--- src/rtl/fcvt_arb_pkg.sv ---
// Shared types and the truncating unsigned-to-single converter for fcvt_arb.
package fcvt_arb_pkg;

  localparam int FLOAT_W = 32;
  localparam int INT_W   = 32;
  localparam int RM_W    = 3;

  typedef enum logic [1:0] {
    IDLE,
    CONV,
    DONE
  } state_t;

  typedef struct packed {
    logic [INT_W-1:0] data;
    logic [RM_W-1:0]  rm;
    logic             sgn;
  } req_t;

  // Exponent and fraction only; the caller supplies the sign bit.
  function automatic logic [FLOAT_W-2:0] u2f_mag(input logic [INT_W-1:0] u);
    logic [4:0]         lz;
    logic [FLOAT_W-2:0] res;
    lz = '0;
    for (int i = 0; i < INT_W; i++) begin
      if (u[i]) lz = 5'(INT_W - 1 - i);
    end
    if (u == '0) res = '0;
    else         res = {8'd158 - {3'b000, lz}, 23'((u << lz) >> 8)};
    return res;
  endfunction

endpackage

--- src/rtl/fcvt_rr_pick.sv ---
// Combinational round-robin picker: searches from last_grant+1 upward, wrapping.
module fcvt_rr_pick #(
  parameter int NREQ = 4,
  parameter int IDW  = 2
) (
  input  logic [NREQ-1:0] req,
  input  logic [IDW-1:0]  last_grant,
  input  logic            en,
  output logic [NREQ-1:0] grant,
  output logic [IDW-1:0]  grant_idx,
  output logic            any_valid
);

  always_comb begin
    logic [IDW-1:0] cand;
    cand      = '0;
    grant_idx = '0;
    any_valid = |req;
    // Walk offsets from farthest to nearest so the nearest valid requester wins.
    for (int off = NREQ; off >= 1; off--) begin
      cand = IDW'((int'(last_grant) + off) % NREQ);
      if (req[cand]) grant_idx = cand;
    end
    grant = '0;
    if (en && any_valid) grant[grant_idx] = 1'b1;
  end

endmodule

--- src/rtl/fcvt_arb.sv ---
// Round-robin sequencer sharing one int-to-single converter among NREQ requesters.
// Optional signed operands are built only when FCVT_ARB_SIGNED_EN is defined.
//
// state | meaning
// IDLE  | waiting for a request; req_ready follows the grant vector
// CONV  | converter output is registered into out_data at the end of this cycle
// DONE  | out_valid high, result held until out_ready; may accept next request
module fcvt_arb
  import fcvt_arb_pkg::*;
#(
  parameter int NREQ = 4,
  parameter int IDW  = (NREQ > 1) ? $clog2(NREQ) : 1
) (
  input  logic                       clk,
  input  logic                       rst_n,
  input  logic [NREQ-1:0]            req_valid,
  output logic [NREQ-1:0]            req_ready,
  input  logic [NREQ-1:0][INT_W-1:0] req_data,
  input  logic [NREQ-1:0][RM_W-1:0]  req_rm,
  input  logic [NREQ-1:0]            req_signed,
  output logic                       out_valid,
  input  logic                       out_ready,
  output logic [FLOAT_W-1:0]         out_data,
  output logic [IDW-1:0]             out_id,
  output logic                       busy
);

  state_t             state;
  logic [IDW-1:0]     last_grant;
  logic [IDW-1:0]     grant_idx;
  logic [NREQ-1:0]    grant;
  logic               any_valid;
  logic               pick_en;
  logic               accept;
  req_t               sel;
  logic               sel_neg;
  logic [INT_W-1:0]   sel_op;
  logic [INT_W-1:0]   cur_op;
  logic [RM_W-1:0]    cur_rm;
  logic               cur_neg;
  logic [IDW-1:0]     cur_id;
  logic [FLOAT_W-1:0] conv_res;
  logic               unused_rm;

  assign pick_en = (state == IDLE) || ((state == DONE) && out_ready);

  fcvt_rr_pick #(
    .NREQ (NREQ),
    .IDW  (IDW)
  ) u_pick (
    .req        (req_valid),
    .last_grant (last_grant),
    .en         (pick_en),
    .grant      (grant),
    .grant_idx  (grant_idx),
    .any_valid  (any_valid)
  );

  assign req_ready = grant;
  assign accept    = pick_en && any_valid;
  assign busy      = (state != IDLE);

  assign sel = {req_data[grant_idx], req_rm[grant_idx], req_signed[grant_idx]};

`ifdef FCVT_ARB_SIGNED_EN
  assign sel_neg = sel.sgn & sel.data[INT_W-1];
  assign sel_op  = sel_neg ? -sel.data : sel.data;
`else
  logic unused_sgn;
  assign unused_sgn = sel.sgn;
  assign sel_neg    = 1'b0;
  assign sel_op     = sel.data;
`endif

  // The converter truncates, so rm is carried along but does not alter the result.
  assign conv_res  = {cur_neg, u2f_mag(cur_op)};
  assign unused_rm = ^cur_rm;

  always_ff @(posedge clk or negedge rst_n) begin
    if (!rst_n) begin
      state      <= IDLE;
      last_grant <= IDW'(NREQ - 1);
      cur_op     <= '0;
      cur_rm     <= '0;
      cur_neg    <= 1'b0;
      cur_id     <= '0;
      out_valid  <= 1'b0;
      out_data   <= '0;
      out_id     <= '0;
    end else begin
      if (accept) begin
        cur_op     <= sel_op;
        cur_rm     <= sel.rm;
        cur_neg    <= sel_neg;
        cur_id     <= grant_idx;
        last_grant <= grant_idx;
      end
      case (state)
        IDLE: begin
          if (accept) state <= CONV;
        end
        CONV: begin
          out_data  <= conv_res;
          out_id    <= cur_id;
          out_valid <= 1'b1;
          state     <= DONE;
        end
        DONE: begin
          if (out_ready) begin
            out_valid <= 1'b0;
            state     <= accept ? CONV : IDLE;
          end
        end
        default: state <= IDLE;
      endcase
    end
  end

endmodule

--- config.mk ---
export PLATFORM = sky130hd
export DESIGN_NAME = fcvt_arb
export DESIGN_NICKNAME = d
export VERILOG_FILES = /design/src/rtl/fcvt_arb_pkg.sv /design/src/rtl/fcvt_rr_pick.sv /design/src/rtl/fcvt_arb.sv
export SDC_FILE = /design/constraint.sdc
export NUM_CORES = 1
export LEC_CHECK = 0
export CORE_UTILIZATION = 48
export DETAILED_ROUTE_END_ITERATION = 16
export PLACE_DENSITY = 0.86
export SLEW_MARGIN = 30
export SYNTH_ARGS = -nofsm -noshare
export SYNTH_HDL_FRONTEND = slang
export SYNTH_HIERARCHICAL = 1
export SYNTH_SLANG_ARGS = --single-unit
--- constraint.sdc ---
create_clock -name clk -period 3.55 [get_ports clk]
set_clock_uncertainty 0.05 [all_clocks]
set_input_delay 0.355 -clock clk [delete_from_list [all_inputs] [get_ports clk]]
set_output_delay 0.355 -clock clk [all_outputs]
set_load 0.05 [all_outputs]
==> results.sh, run 1 <==
export IMPL_drv_cap=0
export IMPL_ant_nets=0
export IMPL_dominantRegCellSynth="dfrtp_1"
export IMPL_reg2regPathDepth=10
export IMPL_status="finished clean"
export IMPL_drt_wl_total_mm=19.5
export IMPL_leakage_uw=0.00336
export IMPL_design_area_mm2=0.00820
export IMPL_cp_startpoint="cur_op[3]"
export IMPL_crit_path_start_kind="register"
export IMPL_grt_ovfl_total=0
export IMPL_synth_area_mm2=0.00594
export IMPL_drt_iter0_markers=651
export IMPL_vdd_drop_max_v=0.000458
export IMPL_setup_ws_ns=0.179
export IMPL_finalHoldViolations=0
export IMPL_first_global_vias=5869
export IMPL_fin_crit_sh_pct=95.0
export IMPL_syn_num_nets=780
export IMPL_syn_area_per_cell_um2=9.46
export IMPL_synth_edf_count=0
export IMPL_grt_max_degree=50
export IMPL_routed_via_density=6.29
export IMPL_r2r_end="out_data[20]"
export IMPL_hold_path_class="reg2reg"
export IMPL_firstDrtPassIters=6
export IMPL_io_pins=191
export IMPL_ys_types=76
export IMPL_cts_resized=0
export IMPL_r2r_slack_ns=0.18
export IMPL_yosysSeqAreaShare_pct=30.4
export IMPL_path_clk_slew_ns=0.06
export IMPL_endpoint_kind="register"
export IMPL_path_max_fanout=12
export IMPL_synth_cells=628
export IMPL_fin_crit_ns=3.37
export IMPL_place_congestion=0.912
export IMPL_grt_use_total_pct=31.2
export IMPL_clock_root_buffer="clkbuf_16"
export IMPL_required_ns=3.73
export IMPL_rows=40
export IMPL_grt_pass1_wl_mm=31.2
export IMPL_io_buffers=173
export IMPL_vias=5927
export IMPL_dieArea_mm2=0.0128
export IMPL_dp_final_hpwl_mm=15.3
export IMPL_drive_gt1_share_pct=18.1
export IMPL_grt_setup_unrepaired="false"
export IMPL_layout_area_overhead_vs_synth_pct=38.1
export IMPL_dieWidth_um=113
export IMPL_slew_headroom_pct=42.8
export IMPL_endpoint="out_data[20]"
export IMPL_dp_slack_ns=0.288
export IMPL_synth_seq_cells=72
export IMPL_critical_path_class="reg2reg"
export IMPL_worst_ep_arrival_time_ns=3.55
export IMPL_r2r_start="cur_op[3]"
export IMPL_clk_latency_ns=0.34
export IMPL_finalPower_uw=9040
export IMPL_tightest_slew_ns=0.859
export IMPL_cts_sinks=72
export IMPL_antenna_found_initial=0
export IMPL_slew_violations=0
export IMPL_placed_area_mm2=0.00786
export IMPL_fill_cells=917
export IMPL_setup_violations_final=0
export IMPL_fin_nets=943
export IMPL_instances_no_fill=942
export IMPL_core_area_mm2=0.0120
export IMPL_antenna_cells=0
export IMPL_fmax_mhz=297
export IMPL_drc=0
export IMPL_initial_utilization_pct=49.4
export IMPL_clk_path_buf_depth=2
export IMPL_avgRoutedWirePerCell_um=20.7
export IMPL_die_h_um=113
export IMPL_synthArstFlopShare_pct=100
export IMPL_h_tree_depth=3
export IMPL_ys_warn_count=6
export IMPL_tns_ns=0
export IMPL_dp_cells=926
export IMPL_cts_tree="done"
export IMPL_cts_made_buffers=9
export IMPL_powerDensity_mw_per_mm2=1100
[how the worst min path moves through the flow]
| stage | from | end | slack, ns | cells past startpoint |
|---|---|---|---|---|
| final | out_data[3] | out_data[3] | 0.43 | 2 |
| after floorplan | rst_n | cur_id[0] | 0.009 | 0 |
| after detailed placement | rst_n | out_data[24] | 0.34 | 1 |
| after global routing | out_data[26] | out_data[26] | 0.46 | 2 |
| after CTS | out_data[3] | out_data[3] | 0.43 | 2 |
| after global placement | out_data[3] | out_data[3] | 0.41 | 2 |
[kinds of logic after synthesis]
kind of cell	synth area share (%)
AND/OR/NAND/NOR	15.3
flip-flops	30.4
AO/OA/AOI/OAI	20.4
adder cells (fa/ha/maj)	0.211
multiplexers	27.2
buffers and inverters	6.19
XOR/XNOR	0.295
other	0.0631
[through the flow]
stage               hold slack [ns]  utilization (%)
floorplan                   0.00941                -
global placement              0.414             65.4
detailed placement            0.343             65.4
CTS                           0.434             68.3
global route                  0.460             68.3
finish                        0.429             68.3
[critical path: stages, from the launching register on]
cell	delay (ns)
dfrtp_1	0.48
nor4_1	0.50
o211ai_2	0.25
and2_1	0.27
o21a_2	0.33
buf_4	0.21
and3_1	0.19
a21o_1	0.16
a2111oi_0	0.44
a311oi_1	0.08
a32o_1	0.29
[sequential cells by signal, indices dropped and copies added, names as in the netlist]
register / flops
cur_op: 32
out_id: 2
last_grant: 2
cur_id: 2
state: 2
out_valid: 1
out_data: 31
[cells in the mapped netlist, types with 5 or more instances]
cell type  number  area share (%)
nor2b_1         6            0.63
nand2b_1        6            0.63
mux2i_1        48             8.1
mux2_2         33             6.3
mux4_2         33              13
a21oi_1        28             2.4
dfrtp_1        70              29
nor3_1          7            0.59
o211ai_1        7            0.88
and2_1          6            0.63
buf_4           5            0.63
buf_2          15             1.3
nor4_1          5            0.53
o221ai_1        5            0.74
a31oi_1         6            0.63
nor2_1         38             2.4
nand4_1         5            0.53
a21o_1          5            0.63
o22ai_1         6            0.63
a22oi_1        11             1.4
nand2_1        80             5.1
clkbuf_1       29             1.8
nand3_1        17             1.4
inv_1          17             1.1
buf_1           6            0.38
o21ai_0        35             2.9
o21ai_1         5            0.42
[report_power, final]
group	internal, µW	total (µW)	switching (µW)
Sequential	1240	1720	478
Clock	684	1040	356
Combinational	2650	6280	3630
Total	4580	9040	4460
[metal layers]
| layer | global-route usage (%) | wire length [µm] | up-vias |
|---|---|---|---|
| met4 | 10.8 | 561 | 0 |
| li1 | - | - | 2704 |
| met3 | 3.70 | 1140 | 42 |
| met2 | 54.0 | 9760 | 302 |
| met5 | 0 | 0 | - |
| met1 | 40.4 | 8030 | 2879 |
[layout make-up]
class	count	area [µm²]	area share [%]
multi-input combinational	478	3770	45.9
clock buffer	10	229	2.79
inverter	18	67.6	0.824
tap	147	184	2.24
timing repair buffer	212	2040	24.9
clock inverter	5	106	1.30
sequential	72	1800	22.0
[cell usage in the layout (no fill, tap or decap), types with 28 or more instances in the layout]
| cell | netlist | routed |
|---|---|---|
| a21oi_1 | 28 | 28 |
| buf_4 | 5 | 39 |
| clkdlybuf4s50_1 | 0 | 170 |
| dfrtp_1 | 70 | 70 |
| mux2_2 | 33 | 33 |
| mux2i_1 | 48 | 48 |
| mux4_2 | 33 | 33 |
| nand2_1 | 80 | 80 |
| nor2_1 | 38 | 38 |
| o21ai_0 | 35 | 35 |
[timing repair]
action	in CTS	in global routing
endpoints found under the hold margin	8	0
hold buffers	1	0
setup buffers	0	0
endpoints found under the setup margin	0	0
(Power assumes the default switching activity.)
==> inputs of run 2 (changes only) <==
- CORE_ASPECT_RATIO: default -> 2
==> run 2 against run 1 <==
Against the previous run:
- first-iteration DRC count is 39% lower
- total power grew 1.0%
- routed wire length rose by 6.8%
- flip-flop and latch count did not move
- combinational power grew 4.0%
- core utilization decreased by 0.48 points
- critical path type unchanged
- largest power group unchanged
==> results.sh, run 2 (synthesized netlist as in run 1, its figures left out) <==
export IMPL_fill_cells=973
export IMPL_h_tree_depth=3
export IMPL_dieWidth_um=80.7
export IMPL_status="finished clean"
export IMPL_fin_crit_sh_pct=94.2
export IMPL_grt_max_degree=40
export IMPL_largest_register="cur_op"
export IMPL_dp_final_hpwl_mm=16.4
export IMPL_first_global_vias=6426
export IMPL_worst_ep_arrival_time_ns=3.52
export IMPL_initial_utilization_pct=49.0
export IMPL_grt_pass1_wl_mm=33.6
export IMPL_place_congestion=0.949
export IMPL_core_area_mm2=0.0121
export IMPL_design_area_mm2=0.00822
export IMPL_instances_no_fill=955
export IMPL_drt_wl_total_mm=20.8
export IMPL_holdWs_ns=0.0542
export IMPL_avgRoutedWirePerCell_um=21.8
export IMPL_finalHoldViolations=0
export IMPL_grt_use_total_pct=34.7
export IMPL_io_buffers=173
export IMPL_die_h_um=159
export IMPL_dieArea_mm2=0.0128
export IMPL_cts_tree="done"
export IMPL_placed_area_mm2=0.00795
export IMPL_clock_root_buffer="clkbuf_16"
export IMPL_dp_cells=939
export IMPL_path_max_fanout=20
export IMPL_regArea_mm2=0.00180
export IMPL_final_util_pct=67.8
export IMPL_post_cts_buffers=0
export IMPL_drt_iter0_markers=397
export IMPL_io_pins=191
export IMPL_critPathSlowestCell="or4_1"
export IMPL_grt_setup_unrepaired="false"
export IMPL_tns_ns=0
export IMPL_largest_reg_flops=32
export IMPL_drv_cap=0
export IMPL_tightest_slew_ns=0.809
export IMPL_powerDensity_mw_per_mm2=1110
export IMPL_fin_crit_ns=3.34
export IMPL_slew_violations=0
export IMPL_layout_area_overhead_vs_synth_pct=38.4
export IMPL_cts_sinks=72
export IMPL_clk_latency_ns=0.34
export IMPL_drc=0
export IMPL_firstDrtPassIters=5
export IMPL_critical_path_max_stage_delay_ns=0.60
export IMPL_path_cells="or4_1, a21oi_2, and2_1, o21ai_2, buf_4, a21o_1, a2111oi_1, a311oi_1, a32o_1"
export IMPL_rows=57
export IMPL_critical_path_class="reg2reg"
export IMPL_largest_registers="cur_op x32, out_data x31"
export IMPL_layout_common_cells="clkdlybuf4s50_1, nand2_1, dfrtp_1, buf_4, mux2i_1"
export IMPL_slew_headroom_pct=46.1
export IMPL_ant_nets=0
export IMPL_crit_path_start_kind="register"
export IMPL_vias=6055
export IMPL_multi_input_area_mm2=0.00377
export IMPL_fin_nets=955
export IMPL_required_ns=3.73
export IMPL_endpoint_kind="register"
export IMPL_drive_gt1_share_pct=19.3
export IMPL_final_common_cell="clkdlybuf4s50_1"
export IMPL_fmax_mhz=299
export IMPL_antenna_found_initial=0
export IMPL_clk_path_buf_depth=2
export IMPL_vdd_drop_max_v=0.000583
export IMPL_cts_made_buffers=9
export IMPL_antenna_cells=0
export IMPL_path_clk_slew_ns=0.06
export IMPL_hold_path_class="in2async"
export IMPL_setup_violations_final=0
export IMPL_leakage_uw=0.00338
export IMPL_routed_via_density=6.34
export IMPL_grt_ovfl_total=0
[run 2: cell type report]
class	instances	share of cell area, %
inverter	18	0.822
clock buffer	13	3.04
tap	147	2.24
multi-input combinational	478	45.8
sequential	72	21.9
clock inverter	3	0.213
timing repair buffer	224	25.9
[run 2: what timing repair did]
action	4_1_cts	5_1_grt
endpoints found under the setup margin	0	2
gates resized for setup	0	2
hold endpoints to repair	0	0
hold buffers	0	0
[run 2: metrics by stage]
step	setup WS [ns]	total power, µW
2_1_floorplan	0.781	5990
3_3_place_gp	0.171	7990
3_5_place_dp	0.143	8130
4_1_cts	0.123	9000
5_1_grt	0.0727	9700
6_report	0.206	9130
[run 2: worst paths after layout]
kind                              start            end  slack, ns  cells after the start
max                          cur_op[21]   out_data[20]       0.21                      9
min                               rst_n   out_data[30]       0.05                      1
max reg2reg                  cur_op[21]   out_data[20]       0.21                      9
min reg2reg                out_data[29]   out_data[29]       0.43                      2
max in group asynchronous         rst_n  last_grant[0]       2.42                      2
min in group clk           out_data[29]   out_data[29]       0.43                      2
[run 2: worst max-delay path, delay by kind of cell (launching register included)]
kind / cells / cell delay [ns]
AO/OA/AOI/OAI: 6 / 1.53
AND/OR/NAND/NOR: 2 / 0.92
buffers and inverters: 1 / 0.24
flip-flops: 1 / 0.49
[run 2: report_power, final]
group / internal, µW / leakage, µW / switching, µW
Clock: 491 / 0.000130 / 347
Sequential: 1240 / 0.000869 / 531
Combinational: 2800 / 0.00238 / 3720
Total: 4530 / 0.00338 / 4600
[run 2: metal layers]
layer	GRT usage [%]	part of all wire, %	vias to the layer above
li1	-	-	2726
met1	35.4	33	2944
met2	59.7	53	291
met3	6.93	5.8	94
met4	26.8	8.4	0
met5	0	0	-
